## src/rtl/aes_uart_pkg.sv

```systemverilog
// Shared types and constants for the UART-to-AES frame assemblers.
// Latency: n/a (declarations only).
// Backpressure: n/a.
//
// Holds the cipher block width, the default header bytes, the byte-counter
// width and the assembler state encoding shared by the encrypt-side and
// decrypt-side assemblers.
package aes_uart_pkg;

    localparam int AES_BLOCK_W = 128;

    // Bytes in one frame payload, and the counter that walks them.
    localparam int PAYLOAD_BYTES = AES_BLOCK_W / 8;
    localparam int BYTE_CNT_W    = $clog2(PAYLOAD_BYTES);

    // The last payload byte never sits in the assembly register. It is
    // concatenated straight onto the output, so the register only needs
    // the first fifteen bytes.
    localparam int ASM_W = AES_BLOCK_W - 8;

    localparam logic [7:0] KEY_HDR_DEFAULT  = 8'h4B;   // 'K'
    localparam logic [7:0] DATA_HDR_DEFAULT = 8'h44;   // 'D'

    typedef enum logic [1:0] {
        IDLE    = 2'd0,
        KEY_PL  = 2'd1,
        DATA_PL = 2'd2,
        HOLD    = 2'd3
    } state_t;

endpackage

```

## src/rtl/aes_rx_timeout.sv

```systemverilog
// Inter-byte idle timer: counts enabled cycles since the last clear.
// Latency: expire is combinational from the count and is high in the cycle
//          the count sits at CYCLES-1.
// Backpressure: none. The owner decides what to do with expire.
//
// Ports:
//   clk, rst_n : clock and asynchronous active-low reset
//   clr        : restart the count from zero at the next edge (wins over en)
//   en         : count this cycle. When low, the count holds.
//   expire     : high while enabled, not cleared, and the count is CYCLES-1
module aes_rx_timeout #(
    parameter int CYCLES = 1_000_000
) (
    input  logic clk,
    input  logic rst_n,
    input  logic clr,
    input  logic en,
    output logic expire
);

    localparam int CNT_W = (CYCLES > 2) ? $clog2(CYCLES) : 1;
    localparam logic [CNT_W-1:0] LAST = CNT_W'(CYCLES - 1);

    logic [CNT_W-1:0] cnt;

    // After firing, the count wraps to zero. A caller that stays enabled
    // then gets another full interval rather than a stuck expire.
    always_ff @(posedge clk or negedge rst_n) begin
        if (!rst_n) begin
            cnt <= '0;
        end else if (clr) begin
            cnt <= '0;
        end else if (en) begin
            if (cnt == LAST) begin
                cnt <= '0;
            end else begin
                cnt <= cnt + 1'b1;
            end
        end
    end

    // A clear in the same cycle suppresses expiry: a byte arriving on the
    // deadline keeps the frame alive.
    assign expire = en && !clr && (cnt == LAST);

endmodule

```

## src/rtl/aes_uart_frame_assembler.sv

```systemverilog
// Assembles header + 16-byte UART frames into an AES key or a 128-bit data block.
// Latency: the 16th payload byte strobed in cycle N gives key_out/key_update or
//          blk_valid/blk_data in cycle N+1.
// Backpressure: blk_valid holds until blk_ready. Bytes arriving meanwhile are
//               dropped with a frame_err pulse.
//
// Ports:
//   clk, rst_n           : clock, asynchronous active-low reset
//   rx_data, rx_valid    : received byte and its one-cycle strobe
//   key_out, key_update  : current cipher key and its one-cycle change pulse
//   blk_data, blk_valid  : assembled data block and its valid flag
//   blk_ready            : downstream cipher accepts the block
//   frame_err            : one-cycle pulse on bad header, timeout or overrun
//   busy                 : high whenever the assembler is not idle
module aes_uart_frame_assembler
    import aes_uart_pkg::*;
#(
    parameter int         TIMEOUT_CYCLES = 1_000_000,
    parameter logic [7:0] KEY_HDR        = KEY_HDR_DEFAULT,
    parameter logic [7:0] DATA_HDR       = DATA_HDR_DEFAULT
) (
    input  logic                   clk,
    input  logic                   rst_n,
    input  logic [7:0]             rx_data,
    input  logic                   rx_valid,
    output logic [AES_BLOCK_W-1:0] key_out,
    output logic                   key_update,
    output logic [AES_BLOCK_W-1:0] blk_data,
    output logic                   blk_valid,
    input  logic                   blk_ready,
    output logic                   frame_err,
    output logic                   busy
);

    state_t                state;
    logic [BYTE_CNT_W-1:0] byte_cnt;
    logic [ASM_W-1:0]      asm_reg;
    logic [AES_BLOCK_W-1:0] frame_word;
    logic                  last_byte;
    logic                  in_payload;
    logic                  tmo_clr;
    logic                  tmo_expire;

    // The first byte ends up in [127:120] after fifteen shifts. The 16th
    // byte lands directly in [7:0].
    assign frame_word = {asm_reg, rx_data};
    assign last_byte  = (byte_cnt == BYTE_CNT_W'(PAYLOAD_BYTES - 1));
    assign in_payload = (state == KEY_PL) || (state == DATA_PL);

    // Any byte the FSM consumes restarts the idle timer. Bytes discarded in
    // HOLD do not count, because the timer is idle there anyway.
    assign tmo_clr = rx_valid && (state != HOLD);

    aes_rx_timeout #(
        .CYCLES (TIMEOUT_CYCLES)
    ) u_timeout (
        .clk    (clk),
        .rst_n  (rst_n),
        .clr    (tmo_clr),
        .en     (in_payload),
        .expire (tmo_expire)
    );

    always_ff @(posedge clk or negedge rst_n) begin
        if (!rst_n) begin
            state      <= IDLE;
            byte_cnt   <= '0;
            asm_reg    <= '0;
            key_out    <= '0;
            key_update <= 1'b0;
            blk_data   <= '0;
            blk_valid  <= 1'b0;
            frame_err  <= 1'b0;
            busy       <= 1'b0;
        end else begin
            key_update <= 1'b0;
            frame_err  <= 1'b0;

            case (state)
                IDLE: begin
                    if (rx_valid) begin
                        if (rx_data == KEY_HDR) begin
                            state    <= KEY_PL;
                            byte_cnt <= '0;
                            busy     <= 1'b1;
                        end else if (rx_data == DATA_HDR) begin
                            state    <= DATA_PL;
                            byte_cnt <= '0;
                            busy     <= 1'b1;
                        end else begin
                            frame_err <= 1'b1;
                        end
                    end
                end

                KEY_PL, DATA_PL: begin
                    // A byte on the expiry cycle takes priority over the timeout.
                    if (rx_valid) begin
                        asm_reg  <= {asm_reg[ASM_W-9:0], rx_data};
                        byte_cnt <= byte_cnt + 1'b1;   // 15 wraps to 0
                        if (last_byte) begin
                            if (state == KEY_PL) begin
                                // key_out only ever sees a complete frame.
                                key_out    <= frame_word;
                                key_update <= 1'b1;
                                state      <= IDLE;
                                busy       <= 1'b0;
                            end else begin
                                blk_data  <= frame_word;
                                blk_valid <= 1'b1;
                                state     <= HOLD;
                            end
                        end
                    end else if (tmo_expire) begin
                        frame_err <= 1'b1;
                        byte_cnt  <= '0;
                        state     <= IDLE;
                        busy      <= 1'b0;
                    end
                end

                HOLD: begin
                    // The held block is never overwritten. A byte arriving
                    // now is lost and flagged.
                    if (rx_valid) begin
                        frame_err <= 1'b1;
                    end
                    if (blk_valid && blk_ready) begin
                        blk_valid <= 1'b0;
                        state     <= IDLE;
                        busy      <= 1'b0;
                    end
                end

                default: begin
                    state <= IDLE;
                    busy  <= 1'b0;
                end
            endcase
        end
    end

endmodule

```

## config.mk

```make
export PLATFORM = sky130hd
export DESIGN_NAME = aes_uart_frame_assembler
export DESIGN_NICKNAME = d
export VERILOG_FILES = /design/src/rtl/aes_uart_pkg.sv /design/src/rtl/aes_rx_timeout.sv /design/src/rtl/aes_uart_frame_assembler.sv
export SDC_FILE = /design/constraint.sdc
export NUM_CORES = 1
export LEC_CHECK = 0
export BUFFER_PORTS_ARGS = -buffer_cell sky130_fd_sc_hd__buf_4
export CAP_MARGIN = 20
export CORE_MARGIN = 2
export CORE_UTILIZATION = 44
export DETAILED_ROUTE_END_ITERATION = 10
export PLACE_DENSITY = 0.66
export SLEW_MARGIN = 20
export SYNTH_ARGS = -nofsm -noshare
export SYNTH_HDL_FRONTEND = slang
export SYNTH_HIERARCHICAL = 1
export SYNTH_SLANG_ARGS = --single-unit
```

## constraint.sdc

```tcl
create_clock -name clk -period 3.4 [get_ports clk]
set_input_delay 0.68 -clock clk [delete_from_list [all_inputs] [get_ports clk]]
set_output_delay 0.68 -clock clk [all_outputs]
set_load 0.005 [all_outputs]
```

==> metrics.yaml <==
status: "finished, final reports clean"
cts-root-buf: "clkbuf_16"
layout-drive-gt1-share_pct: 57.0
synth_nets: 1017
worstPathRequired_ps: 3830
final.setup_skew_ps: 12.7
routedWlPerCell_um: 19.6
start_util_pct: 44.4
crit_chain: "inv_1, ha_1, nand2b_1, nor4_1, nand2b_1, a21oi_1, a2111oi_4, o21ai_2, mux2_4"
ctsHoldBuffers: 0
grt_pass1_wl_mm: 54.0
place_hpwl_mm: 22.9
path_clk_slew_ps: 60
final-hold-violation-count: 0
criticalPathCategory: "register to register"
io_buffers: 271
dr.pass1.iters: 4
gp_congestion: 0.781
core-area_sq_um: 35400
slowest_stage: "ha_1"
drt_drc_violations_left: 0
worstPathMaxFanout: 14
cts-buffers-inserted: 43
cp.arrival_ps: 3240
postSynth.topFlopCell: "dfrtp_1"
first_iter_violations: 338
area_growth_pct: 26.1
worst_skew_pair.late_latency_ps: 560
netlist.area_leader.share_pct: 64.7
totalWireLength_mm: 34.7
post_cts_resized: 0
fp.dieH_um: 193
ys_seq_area_share_pct: 64.7
via_per_inst: 5.19
setup-tns-final_ps: 0
cp-start-kind: "register"
ant_nets: 0
slowest_delay_ps: 560
postSynthAreaPerCell_sq_um: 15.7
clockBufferDepth: 3
grt_max_degree: 84
min_path_type: "primary input to asynchronous set/reset pin"
fin_crit_sh_pct: 82.6
nets: 1300
tritoncts: "built"
cellLeakagePower_nw: 10.2
h-tree-depth: 2
ys_ff_latch: 406
grt_pass1_vias: 9286
vias: 9215
maxSlewViolCount: 0
setup.worst_path.end_class: "register"
rsz0062_at_grt: "no"
antenna_found_initial: 1
regToRegStartpoint: "state[0]"
period_minus_slack_ps: 2810
rows: 69
syn_inst: 1000
dieArea_sq_um: 37200
overflow: 0
synth_top_area_cell: "dfrtp_1"
worstSetupStartpoint: "state[0]"
whs_ps: 58.5
ys_async_sr_fraction_pct: 100
peakVddDrop_mv: 0.537
maxCapViolCount: 0
clock_sinks: 406
syn_area_sq_um: 15700
worstMarginPinSlew_ps: 636
pwr_density_cell_nw_per_um2: 662
relSlewSlack_pct: 57.6
clock.fmax_mhz: 356
synth_warnings: 6
worst_path_most_repeated_cell: "nand2b_1"
post-cts-setup-buffers: 0
die_x_um: 193
synth_cell_types: 51
synth_edf_count: 0
io_pins: 272
grt_usage_pct: 18.8
synth_area_leaders: "dfrtp_1, mux2_2, buf_2"
setup_viol: 0
## final timing paths
check                      slack (ps)  cells after the start       endpoint
min in group clk                  410                      2     asm_reg[2]
setup reg to reg                  590                      9           busy
max in group asynchronous        2510                      2   blk_data[49]
hold / removal                     60                      1  blk_data[124]
hold reg to reg                   500                      1   key_out[124]
setup / recovery                  590                      9           busy
## layout by cell type (no fill, tap or decap), types with 2 or more instances in the layout
cell type    n
or4_1        2
or3_1        4
nor2b_1      2
o21ai_2      2
mux2i_1      3
diode_2      2
a31oi_1      4
and3_1       6
a21oi_1     13
nor4_1       3
o21ai_0     11
ha_1         5
clkbuf_16   45
clkbuf_8    10
nor3_1       4
inv_1       10
nor2_1      10
mux2_2     379
nand4_1      9
clkbuf_1     7
buf_12      11
nand3_1     20
nand2b_1     2
buf_4      276
a21o_1       2
nand2_1     23
bufinv_16    3
and4bb_2     2
clkinv_2    10
a211o_1      2
dfrtp_1    406
## logic make-up (layout without fill, tap and decap cells)
family / Yosys count / count (layout) / synth area share [%]
flops: 406 / 406 / 64.7
simple gates: 99 / 99 / 3.59
other cells: 0 / 2 / 0
fa+ha+maj: 5 / 5 / 0.398
xor+xnor: 1 / 1 / 0.0558
buf+inv: 60 / 373 / 1.82
compound gates: 46 / 46 / 1.98
mux: 383 / 383 / 27.5
## area by class of cell
class,instances,area [sq um]
Timing Repair Buffer,288,2310
Antenna cell,2,5.00
Clock buffer,62,1290
Clock inverter,13,140
Fill cell,2972,15600
Inverter,10,37.5
Tap cell,461,577
Sequential cell,406,10200
Multi-Input combinational cell,534,5290
## cells in the mapped netlist, types with 3 or more instances
library cell / instances
nand4_1: 9
and3_1: 6
mux2_2: 379
nor4_1: 3
o21ai_0: 11
ha_1: 5
nor2_1: 10
nor3_1: 4
a31oi_1: 4
a21oi_1: 13
inv_1: 10
mux2i_1: 3
buf_2: 44
dfrtp_1: 406
clkbuf_1: 4
nand2_1: 24
or3_1: 4
nand3_1: 21
## through the flow
step	setup WS, ps	power (mW)	cells	instance area, sq um	util, %
global placement	697	8.47	1699	18400	51.9
detailed placement	617	8.54	1699	18400	51.9
CTS	616	13.3	1774	19800	55.9
finish	592	13.1	1776	19800	55.9
global route	391	13.8	1774	19800	55.9
floorplan	939	7.70	1000	15700	-
## power breakdown
group	switching, mW	leakage [nW]	internal, mW
Sequential	0.762	5.49	5.53
Clock	1.85	0.716	2.85
Combinational	0.973	4.02	1.15
## worst max-delay path, delay by kind of cell, from the launching register on
kind            cells  cell delay [ps]
compound gates      3              530
fa+ha+maj           1              560
buf+inv             1               70
flops               1              380
mux                 1              310
simple gates        3              840
## layer usage
| metal | track usage, % | vias to the layer above | routed length, um |
|---|---|---|---|
| met1 | 24.6 | 4794 | 14900 |
| met5 | 0 | - | 0 |
| met3 | 6.24 | 51 | 2600 |
| met2 | 29.6 | 204 | 16500 |
| li1 | - | 4166 | - |
| met4 | 6.21 | 0 | 762 |
(Power assumes the default switching activity.)
